File: src/rtl/sweep_ctrl.sv
// Sweep controller: drives an external 16-bit up/down counter from its current value
// home to zero, then through a set number of 0 -> limit -> 0 sweeps, then pulses done.
module sweep_ctrl (
    input  logic        clk,
    input  logic        rst_n,
    input  logic        start,
    input  logic        abort,
    input  logic [15:0] limit,
    input  logic [3:0]  sweeps,
    input  logic [15:0] cnt_in,
    output logic        s,
    output logic        cnt_en,
    output logic        busy,
    output logic        done,
    output logic [3:0]  sweep_idx
);

    typedef enum logic [2:0] {
        StIdle,
        StHome,
        StUp,
        StDown,
        StDone
    } state_t;

    state_t      state_q, state_d;
    logic [15:0] limit_q, limit_d;
    logic [3:0]  sweeps_q, sweeps_d;
    logic [3:0]  idx_q, idx_d;
    logic [3:0]  idx_inc;

    assign idx_inc   = idx_q + 4'd1;
    assign sweep_idx = idx_q;

    // State, job parameters and sweep counter; parameters only load on an accepted start.
    always_ff @(posedge clk or negedge rst_n) begin
        if (!rst_n) begin
            state_q  <= StIdle;
            limit_q  <= 16'd0;
            sweeps_q <= 4'd0;
            idx_q    <= 4'd0;
        end else begin
            state_q  <= state_d;
            limit_q  <= limit_d;
            sweeps_q <= sweeps_d;
            idx_q    <= idx_d;
        end
    end

    // Next-state and counter controls; abort overrides every transition and kills cnt_en
    // in the same cycle so the counter cannot take one more step.
    always_comb begin
        state_d  = state_q;
        limit_d  = limit_q;
        sweeps_d = sweeps_q;
        idx_d    = idx_q;
        s        = 1'b0;
        cnt_en   = 1'b0;
        busy     = 1'b0;
        done     = 1'b0;
        unique case (state_q)
            StIdle: begin
                if (start && !abort) begin
                    limit_d  = limit;
                    sweeps_d = sweeps;
                    idx_d    = 4'd0;
                    state_d  = StHome;
                end
            end
            StHome: begin
                busy = 1'b1;
                if (abort) begin
                    state_d = StIdle;
                end else if (cnt_in != 16'd0) begin
                    cnt_en = 1'b1;
                end else begin
                    state_d = (sweeps_q != 4'd0) ? StUp : StDone;
                end
            end
            StUp: begin
                busy = 1'b1;
                s    = 1'b1;
                if (abort) begin
                    state_d = StIdle;
                end else if (cnt_in != limit_q) begin
                    cnt_en = 1'b1;
                end else begin
                    state_d = StDown;
                end
            end
            StDown: begin
                busy = 1'b1;
                if (abort) begin
                    state_d = StIdle;
                end else if (cnt_in != 16'd0) begin
                    cnt_en = 1'b1;
                end else begin
                    idx_d   = idx_inc;
                    state_d = (idx_inc == sweeps_q) ? StDone : StUp;
                end
            end
            StDone: begin
                done    = 1'b1;
                state_d = StIdle;
            end
            default: begin
                state_d = StIdle;
            end
        endcase
    end

endmodule

File: config.mk
export PLATFORM = sky130hd
export DESIGN_NAME = sweep_ctrl
export DESIGN_NICKNAME = d
export VERILOG_FILES = /design/src/rtl/sweep_ctrl.sv
export SDC_FILE = /design/constraint.sdc
export NUM_CORES = 1
export LEC_CHECK = 0
export CORE_UTILIZATION = 45
export DETAILED_ROUTE_END_ITERATION = 7
export PLACE_DENSITY = 0.79
export SLEW_MARGIN = 0
export SYNTH_ARGS = -nofsm -noshare
export SYNTH_HDL_FRONTEND = slang
export SYNTH_SLANG_ARGS = --single-unit
File: constraint.sdc
create_clock -name clk -period 1.8 [get_ports clk]
set_clock_uncertainty 0.05 [all_clocks]
set_input_delay 0.18 -clock clk [delete_from_list [all_inputs] [get_ports clk]]
set_output_delay 0.18 -clock clk [all_outputs]
set_load 0.01 [all_outputs]
Word-level counts from Yosys, hierarchy flattened

Index checks and enable logic that the tools add are counted.

Register bits: 27

Multiplexer cells: 22
Equal/unequal tests: 12
$add $sub $neg: 1
Reductions and logical operators: 11

Operator list:

| operator                                                         | count |
|---|---|
| 3-bit 2-to-1 mux                                                 | 9 |
| 16-bit != test                                                   | 1 |
| 16-bit nonzero test                                              | 1 |
| 4-bit 2-to-1 mux                                                 | 3 |
| 3-bit case mux with 4 select lines                               | 1 |
| 3-bit != test (second input constant)                            | 3 |
| 4-bit case mux with 2 select lines                               | 1 |
| 4-bit AND reduction                                              | 2 |
| 1-bit 2-to-1 mux                                                 | 7 |
| 3-bit by 2-bit == test with 1-bit output (second input constant) | 2 |
| 2-bit != test (second input constant)                            | 3 |
| 4-bit by 1-bit adder with 4-bit output (second input constant)   | 1 |
| 4-bit == test                                                    | 1 |
| 4-bit nonzero test                                               | 1 |
| 3-bit by 1-bit == test with 1-bit output (second input constant) | 1 |
| 3-bit == test (second input constant)                            | 1 |
| 3-bit logical NOT                                                | 1 |
| 3-bit OR reduction                                               | 1 |
| 1-bit case mux with 2 select lines                               | 1 |
| 2-bit AND reduction                                              | 1 |
| 2-bit nonzero test                                               | 1 |
| 2-bit OR reduction                                               | 1 |
| 1-bit logical AND                                                | 1 |
| 1-bit logical NOT                                                | 1 |

Longest topological paths before layout

Depth in word-level cells: 6
Mapped depth: 6
Gate-level depth less buffers: 6

Least setup slack after synthesis

OpenSTA, ideal clock, no wires.

Path kind: flip-flop to flip-flop
Start: reg idx_q[0] (netlist: sweep_idx[0])
End: reg state_q[1]
Path slack: 0.102 ns
Clock period less this slack: 1.698 ns
Data required time: 1.611 ns
Cell stages (with the launch flop): 7
Data arrival time: 1.509 ns
Cells stage by stage: dfrtp_1 ha_1 xor2_1 or3_1 o21ai_0 a31o_2 a41oi_1

Cells in the longest elaborated chain, start to end: 6

Ends and longest elaborated chain:

| element                                | RTL line | RTL |
|---|---|---|
| start: declaration                     | 29       | `logic [3:0] idx_q, idx_d;` |
| start signal: assignment               | 46       | `idx_q <= idx_d;` |
| 4-bit by 1-bit adder with 4-bit output | 32       | `assign idx_inc = idx_q + 4'd1;` |
| 4-bit == test                          | 99       | `state_d = (idx_inc == sweeps_q) ? StDone : StUp;` |
| 3-bit 2-to-1 mux                       | 99       |  |
| 3-bit 2-to-1 mux                       | 95       | `end else if (cnt_in != 16'd0) begin` |
| 3-bit 2-to-1 mux                       | 93       | `if (abort) begin` |
| 3-bit case mux with 4 select lines     | 61       | `unique case (state_q)` |
| end signal: assignment                 | 38       | `state_q <= StIdle;` |
| end signal: assignment                 | 43       | `state_q <= state_d;` |
| end: declaration                       | 26       | `state_t state_q, state_d;` |

No other way between the ends. The select of a mux whose other input is x is not followed.
A chain may end at the register's enable or synchronous reset.

Worst setup path after layout

Start: reg limit_q[10]
End: out cnt_en

Cells in the longest elaborated chain, start to end: 4

Ends and longest elaborated chain:

| element                            | RTL line | RTL |
|---|---|---|
| start: declaration                 | 27       | `logic [15:0] limit_q, limit_d;` |
| start signal: assignment           | 44       | `limit_q <= limit_d;` |
| 16-bit != test                     | 85       | `end else if (cnt_in != limit_q) begin` |
| 1-bit 2-to-1 mux                   | 85       |  |
| 1-bit 2-to-1 mux                   | 83       | `if (abort) begin` |
| 1-bit case mux with 2 select lines | 61       |  |
| end: declaration                   | 12       | `output logic cnt_en,` |

No other way between the ends.

==> results.tsv <==
metric	value	unit
dpl_cell_area	0.002078	mm²
die_w	58.84	µm
ir_drop	0.5703	mV
coreArea	0.003053	mm²
holdWs	0.1564	ns
grt_pass1_vias	1243	
overflow	0	
insertion_delay	0.32	ns
area_growth	46.73	%
port-buffer-count	47	
vias	1208	
end_kind	output port	
crit_top_cell	nand2_1	
wl_per_cell	13.93	µm
dp_hpwl	2.693	mm
ctsHoldBuffers	0	
cts-root-buf	clkbuf_4	
fin_crit_sh	102.8	%
dieArea	0.003462	mm²
synthFlopType	dfrtp_1	
cp.required	1.57	ns
nets	235	
cpMaxStageDelayCell	dfrtp_1	
fmax	540.6	MHz
crit_family	simple AND/OR/NAND/NOR gates	
initialDrtViolationCount	24	
n_antenna_cell	0	
die_y	58.84	µm
postLayoutCellArea	0.002133	mm²
cts_buffers	3	
path_class	flop to output port	
p_leak	0.9088	nW
dp_cells	232	
relSlewSlack	77.66	%
syn_nets	170	
yosys-top-cells-count	27 x dfrtp_1, 20 x mux2_2, 19 x xor2_1	
tightest_slew	0.3351	ns
final_cells	237	
crit_chain	xor2_1 -> nor4_1 -> nand4_1 -> nand2_1 -> nand2_1 -> buf_2	
start_kind	flop	
ys_ff_latch	27	
synth-edff-count	0	
drive_gt1_share	26.42	%
synth.avg_cell_area	11.27	µm²
yosysMostFrequentCell	dfrtp_1	
min_path_type	input pin to asynchronous set/reset pin	
crit_buf_inv	1	
ys_seq_area_share	46.47	%
slew_viol_final	0	
power.density	1185	mW/mm²
via_per_inst	5.097	
start_util	47.62	%
antenna_found_initial	0	
rows	20	
top_level_ports	48	
setup_slack	-0.04992	ns
synth-warning-count	0	
htreeDepth	1	
cts_tree	yes	
cts_sinks	27	
grt_usage	21.20	%
synth_area_leader_cell	dfrtp_1	
synthArstFlopShare	100.0	%
syn_area	0.001454	mm²
synth_top_area_share	46.47	%
cts.clk_slew.worst_paths	0.15	ns
setup_viol	1	
ys_types	33	
cp.arrival	1.62	ns
place_congestion	0.7848	
crit_fanout	2	
synth_area_leaders	dfrtp_1 46%, mux2_2 15%, xor2_1 11%	
violations	negative setup slack	
nFillCells	251	
status	finished with violations	
cp_slowest_stage_delay	0.42	ns
rsz0062_at_grt	true	
drc	0	
first_pass_iters	4	
hold_viol_final	0	
drv_cap	0	
ant_nets	0	
grt_max_degree	28	
finalCriticalPeriod	1.850	ns
cts_buffer_depth	2	
grt_pass1_wl	5.485	mm
p_total	2.527	mW
routed_wl	3.301	mm
syn-instance-count	129	
-- cells in the final DEF, fill, tap and decap left out --
| master | count |
|---|---|
| o31a_1 | 1 |
| nand2_1 | 8 |
| clkbuf_4 | 3 |
| dlygate4sd2_1 | 3 |
| inv_1 | 4 |
| o31ai_1 | 1 |
| or2_2 | 1 |
| xnor2_1 | 2 |
| and2_1 | 2 |
| nor3_1 | 3 |
| o21ai_2 | 1 |
| o21ai_1 | 1 |
| nand3_1 | 3 |
| a21o_2 | 1 |
| a21oi_1 | 2 |
| nand4_1 | 2 |
| o21ai_0 | 3 |
| nor4_1 | 2 |
| xor2_1 | 19 |
| nand3b_1 | 2 |
| clkdlybuf4s50_1 | 43 |
| nor4_2 | 5 |
| or3_1 | 1 |
| and3_1 | 1 |
| buf_4 | 16 |
| nor4_4 | 1 |
| or4_1 | 1 |
| a41oi_1 | 1 |
| nor3b_2 | 1 |
| o21a_1 | 1 |
| ha_1 | 1 |
| a31o_2 | 1 |
| o41ai_1 | 1 |
| dfrtp_1 | 27 |
| mux2_2 | 20 |
| clkbuf_1 | 1 |
| nor2_1 | 5 |
| nor2b_1 | 1 |
| buf_2 | 1 |
-- path summary, 6_finish.rpt --
kind / start / end / slack (ns) / cells after the start
setup / recovery: limit_q[10] / cnt_en / -0.05 / 6
hold / removal: rst_n / limit_q[9] / 0.16 / 2
setup reg to reg: sweep_idx[1] / state_q[1] / 0.09 / 6
hold reg to reg: limit_q[6] / limit_q[6] / 0.49 / 1
max in group asynchronous: rst_n / sweep_idx[1] / 1.29 / 2
min in group clk: limit[6] / limit_q[6] / 0.40 / 2
-- registers in the layout, indices dropped and copies added (netlist names) --
signal,cells
limit_q,16
sweep_idx,4
sweeps_q,4
state_q,3
-- routing by layer --
| layer | track usage [%] | up-vias | wire length (µm) | share of wire (%) |
|---|---|---|---|---|
| li1 | - | 584 | - | - |
| met1 | 26.19 | 587 | 1393 | 42 |
| met2 | 37.82 | 31 | 1735 | 53 |
| met3 | 1.978 | 6 | 117 | 3.5 |
| met4 | 8.503 | 0 | 55 | 1.7 |
| met5 | 0 | - | 0 | 0 |
-- power breakdown --
part / switching (mW) / internal, mW / leakage [nW]
Combinational: 0.502 / 0.685 / 0.563
Sequential: 0.199 / 0.877 / 0.331
Clock: 0.179 / 0.0868 / 0.0150
Total: 0.879 / 1.65 / 0.909
-- kinds of logic after synthesis --
group                      Yosys count  share of synthesized area (%)
and+or+nand+nor                     39                          16.09
DFF                                 27                          46.47
xor gates and xnor gates            21                          12.65
AOI/OAI and AO/OA                   14                          6.455
buffers and inverters                7                          1.979
adders and majority gates            1                         0.8604
muxes                               20                          15.49
-- stage by stage --
step / util, % / setup TNS, ns / setup slack [ns]
6_report: 69.88 / -0.04992 / -0.04992
5_1_grt: 69.88 / -0.1642 / -0.1642
4_1_cts: 69.02 / -0.08033 / -0.08033
3_5_place_dp: 68.07 / -1.813 / -0.3896
3_3_place_gp: 68.07 / -1.357 / -0.4051
2_1_floorplan: - / 0 / 0.1015
-- area by class of cell --
type                            instances  area [µm²]  share of cell area [%]
Multi-Input combinational cell         95       779.5                   36.54
Sequential cell                        27       675.6                   31.67
Timing Repair Buffer                   63       581.8                   27.27
Tap cell                               44       55.05                   2.581
Clock buffer                            4       26.28                   1.232
Inverter                                4       15.01                  0.7038
-- what timing repair did --
item / in CTS / in global routing
pin swaps: 5 / 0
setup buffers: 0 / 1
resized for setup: 9 / 4
endpoints found under the setup margin: 4 / 3
(Power assumes the default switching activity.)
